**src/rtl/motor_ctrl_pkg.sv**
```systemverilog
// Shared constants for the motor control slice: FSM state encoding, default widths and
// clock-derived cycle counts.
package motor_ctrl_pkg;

   localparam int unsigned STATE_W = 3;
   localparam int unsigned RETRY_W = 4;

   localparam logic [STATE_W-1:0] ST_IDLE     = 3'd0;
   localparam logic [STATE_W-1:0] ST_RAMP     = 3'd1;
   localparam logic [STATE_W-1:0] ST_RUN      = 3'd2;
   localparam logic [STATE_W-1:0] ST_TRIPPED  = 3'd3;
   localparam logic [STATE_W-1:0] ST_COOLDOWN = 3'd4;
   localparam logic [STATE_W-1:0] ST_RELEASE  = 3'd5;
   localparam logic [STATE_W-1:0] ST_LOCKOUT  = 3'd6;

   localparam int unsigned DUTY_W_DEF    = 8;
   localparam int unsigned CLK_FREQ_HZ   = 100_000_000;
   localparam int unsigned COOLDOWN_DEF  = CLK_FREQ_HZ / 2;
   localparam int unsigned RAMP_STEP_DEF = 65536;

   // Retry counter increment that sticks at all-ones instead of wrapping.
   function automatic logic [RETRY_W-1:0] retry_inc(input logic [RETRY_W-1:0] cnt);
      return (cnt == {RETRY_W{1'b1}}) ? cnt : cnt + RETRY_W'(1);
   endfunction

endpackage

```
**src/rtl/duty_ramp.sv**
```systemverilog
// Soft-start duty stepper: a prescaler that advances duty by one per RAMP_STEP_CYCLES,
// saturating at target, plus an immediate clamp whenever target drops below duty.
module duty_ramp
   import motor_ctrl_pkg::*;
#(
   parameter int unsigned DUTY_W           = DUTY_W_DEF,
   parameter int unsigned RAMP_STEP_CYCLES = RAMP_STEP_DEF
) (
   input  logic              clock,
   input  logic              reset,
   input  logic              clear,
   input  logic              start,
   input  logic              step_en,
   input  logic [DUTY_W-1:0] target,
   output logic [DUTY_W-1:0] duty,
   output logic              at_target_c
);

   localparam int unsigned PRESC_W = (RAMP_STEP_CYCLES > 1) ? $clog2(RAMP_STEP_CYCLES) : 1;
   localparam logic [PRESC_W-1:0] PRESC_LAST = PRESC_W'(RAMP_STEP_CYCLES - 1);

   logic [PRESC_W-1:0] presc;
   logic               step_c;
   logic [DUTY_W-1:0]  duty_nxt_c;

   // Next duty: clamp down first, otherwise one saturating step when the prescaler wraps.
   always_comb begin
      step_c     = step_en && (presc == PRESC_LAST);
      duty_nxt_c = duty;
      if (target < duty) begin
         duty_nxt_c = target;
      end else if (step_c && (duty < target)) begin
         duty_nxt_c = duty + DUTY_W'(1);
      end
   end

   assign at_target_c = (duty_nxt_c == target);

   always_ff @(posedge clock) begin
      if (reset || clear) begin
         duty  <= '0;
         presc <= '0;
      end else begin
         duty <= duty_nxt_c;
         if (start) begin
            presc <= '0;
         end else if (step_en) begin
            presc <= step_c ? '0 : presc + PRESC_W'(1);
         end
      end
   end

endmodule

```
**src/rtl/motor_fault_sequencer.sv**
```systemverilog
// Supervisory sequencer around the over-current limiter: soft-start, trip stop, cooldown,
// limiter release and retry-limited lockout. Define RETRY_BACKOFF_EN to double the cooldown per retry.
module motor_fault_sequencer
   import motor_ctrl_pkg::*;
#(
   parameter int unsigned DUTY_W           = DUTY_W_DEF,
   parameter int unsigned RAMP_STEP_CYCLES = RAMP_STEP_DEF,
   parameter int unsigned COOLDOWN_CYCLES  = COOLDOWN_DEF,
   parameter int unsigned MAX_RETRIES      = 3
) (
   input  logic               clock,
   input  logic               reset,
   input  logic               enable,
   input  logic [DUTY_W-1:0]  duty_cmd,
   input  logic               trip,
   input  logic               clear_fault,
   output logic [DUTY_W-1:0]  duty_out,
   output logic               motor_stop,
   output logic               end_reset,
   output logic [RETRY_W-1:0] retry_count,
   output logic               fault_latched,
   output logic [STATE_W-1:0] state_o
);

   localparam int unsigned BASE_TMR_W = $clog2(COOLDOWN_CYCLES + 1);
`ifdef RETRY_BACKOFF_EN
   localparam int unsigned TMR_W = BASE_TMR_W + MAX_RETRIES;
`else
   localparam int unsigned TMR_W = BASE_TMR_W;
`endif
   localparam logic [TMR_W-1:0]   COOL_LOAD   = TMR_W'(COOLDOWN_CYCLES);
   localparam logic [RETRY_W-1:0] RETRY_LIMIT = RETRY_W'(MAX_RETRIES);

   logic [STATE_W-1:0] state;
   logic [STATE_W-1:0] state_nxt_c;
   logic [TMR_W-1:0]   timer;
   logic [TMR_W-1:0]   timer_nxt_c;
   logic [RETRY_W-1:0] retry_nxt_c;
   logic               end_reset_nxt_c;
   logic               ramp_clear_c;
   logic               ramp_start_c;
   logic               ramp_step_en_c;
   logic               at_target_c;

   assign state_o = state;

   // Next-state and next-output decode.
   always_comb begin
      state_nxt_c     = state;
      timer_nxt_c     = timer;
      retry_nxt_c     = retry_count;
      end_reset_nxt_c = 1'b0;
      case (state)
         ST_IDLE: begin
            if (enable) state_nxt_c = ST_RAMP;
         end
         ST_RAMP: begin
            if (trip) begin
               state_nxt_c = ST_TRIPPED;
               retry_nxt_c = retry_inc(retry_count);
            end else if (!enable) begin
               state_nxt_c = ST_IDLE;
               retry_nxt_c = '0;
            end else if (at_target_c) begin
               state_nxt_c = ST_RUN;
            end
         end
         ST_RUN: begin
            if (trip) begin
               state_nxt_c = ST_TRIPPED;
               retry_nxt_c = retry_inc(retry_count);
            end else if (!enable) begin
               state_nxt_c = ST_IDLE;
               retry_nxt_c = '0;
            end else if (duty_cmd > duty_out) begin
               state_nxt_c = ST_RAMP;
            end
         end
         ST_TRIPPED: begin
            if (retry_count > RETRY_LIMIT) begin
               state_nxt_c = ST_LOCKOUT;
            end else begin
               state_nxt_c = ST_COOLDOWN;
`ifdef RETRY_BACKOFF_EN
               timer_nxt_c = COOL_LOAD << (retry_count - RETRY_W'(1));
`else
               timer_nxt_c = COOL_LOAD;
`endif
            end
         end
         ST_COOLDOWN: begin
            if (timer <= TMR_W'(1)) begin
               state_nxt_c = ST_RELEASE;
               timer_nxt_c = '0;
            end else begin
               timer_nxt_c = timer - TMR_W'(1);
            end
         end
         ST_RELEASE: begin
            state_nxt_c = enable ? ST_RAMP : ST_IDLE;
         end
         ST_LOCKOUT: begin
            if (clear_fault) begin
               state_nxt_c     = ST_IDLE;
               retry_nxt_c     = '0;
               end_reset_nxt_c = 1'b1;
            end
         end
         default: begin
            state_nxt_c = ST_IDLE;
         end
      endcase
      if (state_nxt_c == ST_RELEASE) end_reset_nxt_c = 1'b1;
   end

   // Drive is live only in RAMP/RUN; the prescaler restarts on every RAMP entry.
   always_comb begin
      ramp_clear_c   = !((state_nxt_c == ST_RAMP) || (state_nxt_c == ST_RUN));
      ramp_start_c   = (state_nxt_c == ST_RAMP) && (state != ST_RAMP);
      ramp_step_en_c = (state == ST_RAMP);
   end

   duty_ramp #(
      .DUTY_W           (DUTY_W),
      .RAMP_STEP_CYCLES (RAMP_STEP_CYCLES)
   ) u_duty_ramp (
      .clock       (clock),
      .reset       (reset),
      .clear       (ramp_clear_c),
      .start       (ramp_start_c),
      .step_en     (ramp_step_en_c),
      .target      (duty_cmd),
      .duty        (duty_out),
      .at_target_c (at_target_c)
   );

   always_ff @(posedge clock) begin
      if (reset) begin
         state         <= ST_IDLE;
         timer         <= '0;
         retry_count   <= '0;
         end_reset     <= 1'b0;
         motor_stop    <= 1'b1;
         fault_latched <= 1'b0;
      end else begin
         state         <= state_nxt_c;
         timer         <= timer_nxt_c;
         retry_count   <= retry_nxt_c;
         end_reset     <= end_reset_nxt_c;
         motor_stop    <= ramp_clear_c;
         fault_latched <= (state_nxt_c == ST_LOCKOUT);
      end
   end

endmodule

```
**config.mk**
```make
export PLATFORM = sky130hd
export DESIGN_NAME = motor_fault_sequencer
export DESIGN_NICKNAME = d
export VERILOG_FILES = /design/src/rtl/motor_ctrl_pkg.sv /design/src/rtl/duty_ramp.sv /design/src/rtl/motor_fault_sequencer.sv
export SDC_FILE = /design/constraint.sdc
export NUM_CORES = 1
export LEC_CHECK = 0
export ABC_AREA = 1
export CAP_MARGIN = 40
export CORE_MARGIN = 2
export CORE_UTILIZATION = 45
export DETAILED_ROUTE_END_ITERATION = 10
export GPL_TIMING_DRIVEN = 0
export PLACE_DENSITY = 0.7
export SYNTH_ARGS = -nofsm -noshare
export SYNTH_HDL_FRONTEND = slang
export SYNTH_SLANG_ARGS = --single-unit
```
**constraint.sdc**
```tcl
create_clock -name clock -period 3.7 [get_ports clock]
set_input_delay 0.74 -clock clock [delete_from_list [all_inputs] [get_ports clock]]
set_output_delay 0.74 -clock clock [all_outputs]
set_load 0.05 [all_outputs]
```
==> results of run 1 <==
cell type report:
class / count / area [um^2] / area share, %
multi-input cells: 447 / 2521 / 52.94
flip-flops and latches: 60 / 1201 / 25.22
repair buffers: 32 / 352.8 / 7.409
inverters: 80 / 304.0 / 6.385
clock buffers: 10 / 137.6 / 2.890
well taps: 108 / 135.1 / 2.838
plain buffers: 9 / 57.56 / 1.209
clock inverters: 5 / 52.55 / 1.104
worst min-delay path by stage:
| stage | endpoint | slack (ns) | start |
|---|---|---|---|
| global placement | timer[5] | 0.47 | timer[5] |
| finish | timer[5] | 0.48 | timer[5] |
| CTS | timer[5] | 0.49 | timer[5] |
| detailed placement | timer[5] | 0.48 | timer[5] |
| floorplan | timer[5] | 0.45 | timer[5] |
| global route | timer[5] | 0.52 | timer[5] |
tightest hold or removal path: cells and delay by family (launching register included):
kind	cells	cell delay, ns
flops	1	0.32
compound gates	1	0.05
simple gates	1	0.06
power by group through the flow:
stage / Clock (mW) / Sequential [mW] / Combinational (mW)
4_1_cts: 0.604 / 0.699 / 0.493
6_report: 0.583 / 0.699 / 0.522
3_3_place_gp: 0 / 0.713 / 0.483
3_5_place_dp: 0 / 0.713 / 0.490
5_1_grt: 0.639 / 0.703 / 0.580
2_1_floorplan: 0 / 0.764 / 0.319
per-stage QoR:
stage	hold WS [ns]	cells	TNS (ns)	worst slack (ns)	utilization (%)
after floorplan	0.4527	596	0	0.5901	-
after global placement	0.4750	734	-3.449	-0.2242	51.26
after detailed placement	0.4758	734	-5.487	-0.3042	51.26
after CTS	0.4863	749	0	0.06193	53.44
after global routing	0.5231	751	-0.05071	-0.01061	54.61
final	0.4838	751	0	0.2668	54.61
state kept, by name, summed over array words and instances, names as in the netlist:
register,count
end_reset,1
fault_latched,1
motor_stop,1
retry_count,4
state_o,3
timer,26
u_duty_ramp.duty,8
u_duty_ramp.presc,16
cells by family (layout without fill, tap and decap cells):
family,count (synthesis),in the layout
xor+xnor,24,24
compound gates,92,92
simple gates,318,318
flops,60,60
fa+ha+maj,13,13
buf+inv,89,136
repair_timing:
| item | in CTS | in global routing |
|---|---|---|
| endpoints found under the setup margin | 0 | 25 |
| buffers inserted | 0 | 1 |
| resized for setup | 0 | 11 |
cells in the final DEF, fill, tap and decap left out, types with 2 or more instances in the layout:
cell type and instances:
nand2_1 133, nor2_1 72, inv_1 71, dfxtp_1 60
a21oi_1 40, nand3_1 34, clkdlybuf4s50_1 27, o21ai_0 25
xor2_1 19, nand4_1 18, nor2_4 14, nor3_1 12
nand2_2 11, ha_1 11, clkbuf_8 10, nor2_2 7
o21bai_1 6, clkbuf_1 6, inv_2 5, nor4_1 5
xnor2_1 5, clkinv_2 4, a211oi_1 4, nand3_4 3
a2bb2oi_1 3, dlymetal6s2s_1 3, nand4_4 2, buf_4 2
o22ai_1 2, clkinv_1 2, a31oi_1 2, o31ai_1 2
buf_12 2, ha_4 2
metal layers:
metal / GRT usage [%] / vias up / wire [um]
met5: 0 / - / 0
met4: 6.006 / 0 / 132
met3: 4.326 / 12 / 390
met2: 31.82 / 86 / 4128
met1: 27.70 / 1802 / 4618
li1: - / 2033 / -
==> results_dict.tcl, run 1 <==
set metrics [dict create \
    p_leak_nw 2.066 \
    cp_common_cell "nand2_1" \
    crit_type "input port to flop" \
    synthAdderAreaFrac_pct 4.031 \
    async_reset_ff_share_pct 0 \
    synth_seq_cells 60 \
    irDropWorstVdd_mv 0.2101 \
    cp-startpoint "duty_cmd[1]" \
    r2r-end "u_duty_ramp.presc[7]" \
    antenna_found_initial 0 \
    max_freq_mhz 291.3 \
    cp_slowest_cell "clkdlybuf4s50_1" \
    cts_tree "built" \
    cts_hold_buf 0 \
    period_minus_slack_ns 3.433 \
    nNetsFinal 665 \
    syn_to_final_growth_pct 18.02 \
    synth_cell_types 45 \
    endpoint_kind "flop" \
    synth_top_area_cell "dfxtp_1" \
    max_stage_delay_ns 0.46 \
    grt_max_degree 11 \
    placement.cell_area_mm2 0.004471 \
    clockBufferDepth 2 \
    numCtsBuffers 9 \
    maxSlewHeadroom_pct 45.41 \
    grt_use_total_pct 20.12 \
    pwr-share-comb_pct 28.9 \
    synth_mux_area_share_pct 0 \
    synthCells 596 \
    viasPerCell 5.237 \
    crit_path_start_kind "input port" \
    crit_buf_inv 4 \
    syn_area_mm2 0.004035 \
    io_buffers 30 \
    setup_viol 0 \
    drt_first_pass_iters 5 \
    clkSinkCount 60 \
    r2r_slack_ns 0.59 \
    gp_congestion 0.8737 \
    synth_compound_area_share_pct 13.36 \
    synth_top_family_by_area "simple AND/OR/NAND/NOR gates" \
    synthXorXnorAreaFrac_pct 5.209 \
    grt_overflow_total 0 \
    seq_area_frac_synth_pct 29.77 \
    n_fill_cell 833 \
    synthSimpleGateAreaFrac_pct 38.73 \
    cts-root-buf "clkbuf_8" \
    n_antenna_cell 0 \
    vias 3933 \
    clk_latency_ns 0.34 \
    power_density_mw_per_mm2 378.8 \
    cp.arrival_ns 3.71 \
    status "completed" \
    synthTopCellsByArea "dfxtp_1 (30%), nand2_1 (12%), nor2_1 (6.8%)" \
    die_w_um 98.70 \
    drv_cap 0 \
    worst_r2r_path_depth 24 \
    required_ns 3.98 \
    h-tree-depth 3 \
    rows 34 \
    tightest_slew_ns 0.8114 \
    totalWireLength_um 9270 \
    yosys-top-cells-count "nand2_1 (134), nor2_1 (73), inv_1 (71), dfxtp_1 (60), a21oi_1 (40)" \
    hold_viol_final 0 \
    hold_depth 2 \
    ys.flop_type "dfxtp_1" \
    yosysMostFrequentCell "nand2_1" \
    drc_errors 0 \
    crit_chain "clkdlybuf4s50_1, ha_1, nand2_1, nand2_1, nand2_1, nand2_1, nand2_1, nand2_2, buf_4, nand2_1, o22ai_1, nand3_1, nand2_1, inv_1, nand2_1, nor2_2, nand3_1, nand2_1, nand2_2, nand3_1, nand2_2, nand3_4, clkbuf_16, nor2_4" \
    grt_first_pass_wirelength_um 16370 \
    syn_nets 622 \
    drt_iter0_markers 181 \
    start_util_pct 46.27 \
    p_total_mw 1.804 \
    die_h_um 98.70 \
    p_sw_mw 0.6172 \
    crit_family "simple AND/OR/NAND/NOR gates" \
    period_share_pct 92.79 \
    internal-power_mw 1.187 \
    seqPwrFrac_pct 38.8 \
    synth_top_area_share_pct 29.77 \
    first_global_vias 3631 \
    fin_worst_skew_ns 0.01064 \
    io-pin-count 31 \
    r2r-start "u_duty_ramp.duty[3]" \
    synth_warnings 0 \
    slew_violations 0 \
    crit_path_max_fanout 10 \
    clk_pin_slew_worst_paths_ns 0.07 \
    ant_nets 0 \
    synth.avg_cell_area_um2 6.770 \
    avgRoutedWirePerCell_um 12.34 \
    dieArea_mm2 0.009741 \
    core_area_mm2 0.008721 \
    hp-class "flop to flop" \
    drive_gt1_share_pct 11.51 \
    p_clk_share_pct 32.3 \
    hpwl_um 6936 \
    cp_num_cells 24 \
    crit_end "u_duty_ramp.presc[7]" \
    swShare_pct 34.21 \
    synth_edf_count 0 \
    fin_area_mm2 0.004762 \
]
No activity file was read; power rests on OpenSTA's default activity.
==> run 2: changes to the inputs <==
Settings changed: CORE_UTILIZATION 45 to 59, PLACE_DENSITY 0.7 to 0.86.
==> results_dict.tcl, run 2 (same netlist as run 1, synthesis figures left out) <==
set metrics [dict create \
    io-pin-count 31 \
    p_leak_nw 2.044 \
    cp-startpoint "duty_cmd[7]" \
    grt_max_degree 12 \
    die_h_um 86.70 \
    layout_commonest_cell "nand2_1" \
    clk_pin_slew_worst_paths_ns 0.08 \
    drive_gt1_share_pct 11.76 \
    rows 30 \
    status "completed" \
    p_sw_mw 0.6416 \
    drc_errors 0 \
    crit_end "u_duty_ramp.presc[8]" \
    start_util_pct 60.06 \
    ant_nets 0 \
    maxSlewHeadroom_pct 44.67 \
    totalWireLength_um 9472 \
    drt_first_pass_iters 5 \
    hp-class "flop to flop" \
    period_share_pct 93.86 \
    hold_viol_final 0 \
    top_register "timer" \
    numCtsBuffers 9 \
    io_buffers 30 \
    post-place-ws_ns -0.2956 \
    dieArea_mm2 0.007517 \
    cts_hold_buf 0 \
    gp_congestion 0.9223 \
    n_antenna_cell 0 \
    power_density_mw_per_mm2 375.7 \
    antenna_found_initial 0 \
    endpoint_kind "flop" \
    n_fill_cell 550 \
    clockBufferDepth 2 \
    dp.cells 706 \
    worst_slack_ns 0.2273 \
    layout_common_cells "nand2_1 (132), nor2_1 (72), inv_1 (71), dfxtp_1 (60), a21oi_1 (40)" \
    top_regs "timer (26), u_duty_ramp.presc (16), u_duty_ramp.duty (8)" \
    r2r-start "u_duty_ramp.duty[5]" \
    cp.arrival_ns 3.76 \
    p_clk_share_pct 30.7 \
    max_freq_mhz 288.0 \
    clk_latency_ns 0.34 \
    layout.cells.non_filler 726 \
    crit_path_max_fanout 10 \
    period_minus_slack_ns 3.473 \
    tightest_slew_ns 0.8223 \
    die_w_um 86.70 \
    setup_viol 0 \
    clkSinkCount 60 \
    core_area_mm2 0.006719 \
    hpwl_um 7008 \
    grt_overflow_total 0 \
    grt_use_total_pct 25.93 \
    cts_tree "built" \
    r2r-end "u_duty_ramp.presc[8]" \
    largest_reg_flops 26 \
    drv_cap 0 \
    p_total_mw 1.768 \
    seqPwrFrac_pct 39.5 \
    viasPerCell 5.650 \
    holdWs_ns 0.4825 \
    required_ns 3.99 \
    crit_type "input port to flop" \
    nNetsFinal 667 \
    first_global_vias 3695 \
    irDropWorstVdd_mv 0.2272 \
    r2r_slack_ns 0.58 \
    crit_path_start_kind "input port" \
    internal-power_mw 1.126 \
    drt_iter0_markers 215 \
    syn_to_final_growth_pct 16.62 \
    cts-root-buf "clkbuf_8" \
    pwr-share-comb_pct 29.8 \
    h-tree-depth 3 \
    swShare_pct 36.29 \
    worst_r2r_path_depth 23 \
    vias 4102 \
    grt_first_pass_wirelength_um 16010 \
    fin_worst_skew_ns 0.01209 \
    avgRoutedWirePerCell_um 13.05 \
    slew_violations 0 \
]
-- run 2: worst min path at each step --
| stage | from | end | cells after the start | slack [ns] |
|---|---|---|---|---|
| finish | timer[5] | timer[5] | 2 | 0.48 |
| global route | timer[5] | timer[5] | 2 | 0.51 |
| CTS | timer[5] | timer[5] | 2 | 0.49 |
| detailed placement | timer[5] | timer[5] | 2 | 0.47 |
| global placement | timer[5] | timer[5] | 2 | 0.47 |
| floorplan | timer[5] | timer[5] | 2 | 0.45 |
-- run 2: stage by stage --
| stage | util (%) | setup TNS [ns] | area, um^2 |
|---|---|---|---|
| 6_report | 70.04 | 0 | 4706 |
| 5_1_grt | 70.04 | -0.009888 | 4706 |
| 4_1_cts | 68.66 | 0 | 4613 |
| 3_5_place_dp | 66.01 | -5.388 | 4436 |
| 3_3_place_gp | 66.01 | -2.150 | 4436 |
| 2_1_floorplan | - | 0 | 4035 |
-- run 2: layout make-up --
| type | count | area (um^2) | area share, % |
|---|---|---|---|
| plain buffers | 9 | 61.31 | 1.303 |
| clock buffers | 11 | 141.4 | 3.005 |
| clock inverters | 5 | 36.28 | 0.7711 |
| inverters | 80 | 301.5 | 6.408 |
| multi-input cells | 447 | 2511 | 53.36 |
| flip-flops and latches | 60 | 1201 | 25.53 |
| well taps | 80 | 100.1 | 2.127 |
| repair buffers | 34 | 352.8 | 7.498 |
-- run 2: worst max-delay path: stages --
cell,delay (ns)
clkdlybuf4s50_1,0.46
ha_1,0.33
nand2_1,0.15
nor2_1,0.08
nor2_2,0.17
nand2_2,0.14
buf_6,0.17
nand4_1,0.09
nand2_1,0.10
nand3_1,0.09
nand2_1,0.06
clkinv_1,0.04
nand2_1,0.07
nor2_2,0.16
nand3_1,0.09
nand2_1,0.10
nand2_2,0.08
nand2_2,0.08
nand2_2,0.05
nand2_2,0.09
nand3_4,0.12
clkbuf_16,0.23
nor2_4,0.07
-- run 2: timing repair --
| action | in CTS | in global routing |
|---|---|---|
| setup endpoints to repair | 0 | 25 |
| resized for setup | 0 | 10 |
| setup buffers | 0 | 3 |
-- run 2: power by group through the flow --
stage	clock (mW)	sequential, mW	combinational [mW]
after global placement	0	0.712	0.479
after detailed placement	0	0.712	0.493
after CTS	0.549	0.698	0.496
final	0.542	0.699	0.527
after floorplan	0	0.764	0.319
after global routing	0.572	0.702	0.581
-- run 2: layer usage --
metal  up-vias  GRT usage, %  part of all wire, %
li1       2048             -                    -
met1      1920         34.04                   46
met2       118         42.31                   47
met3        16         4.857                  4.8
met4         0         9.801                  1.7
met5         -             0                    0
==> run 3: changes to the inputs <==
Settings changed: CTS_CLUSTER_SIZE set to 10, SLEW_MARGIN set to 0.
==> results of run 3 <==
The final DEF is identical to that of run 2; final timing and power are the same.
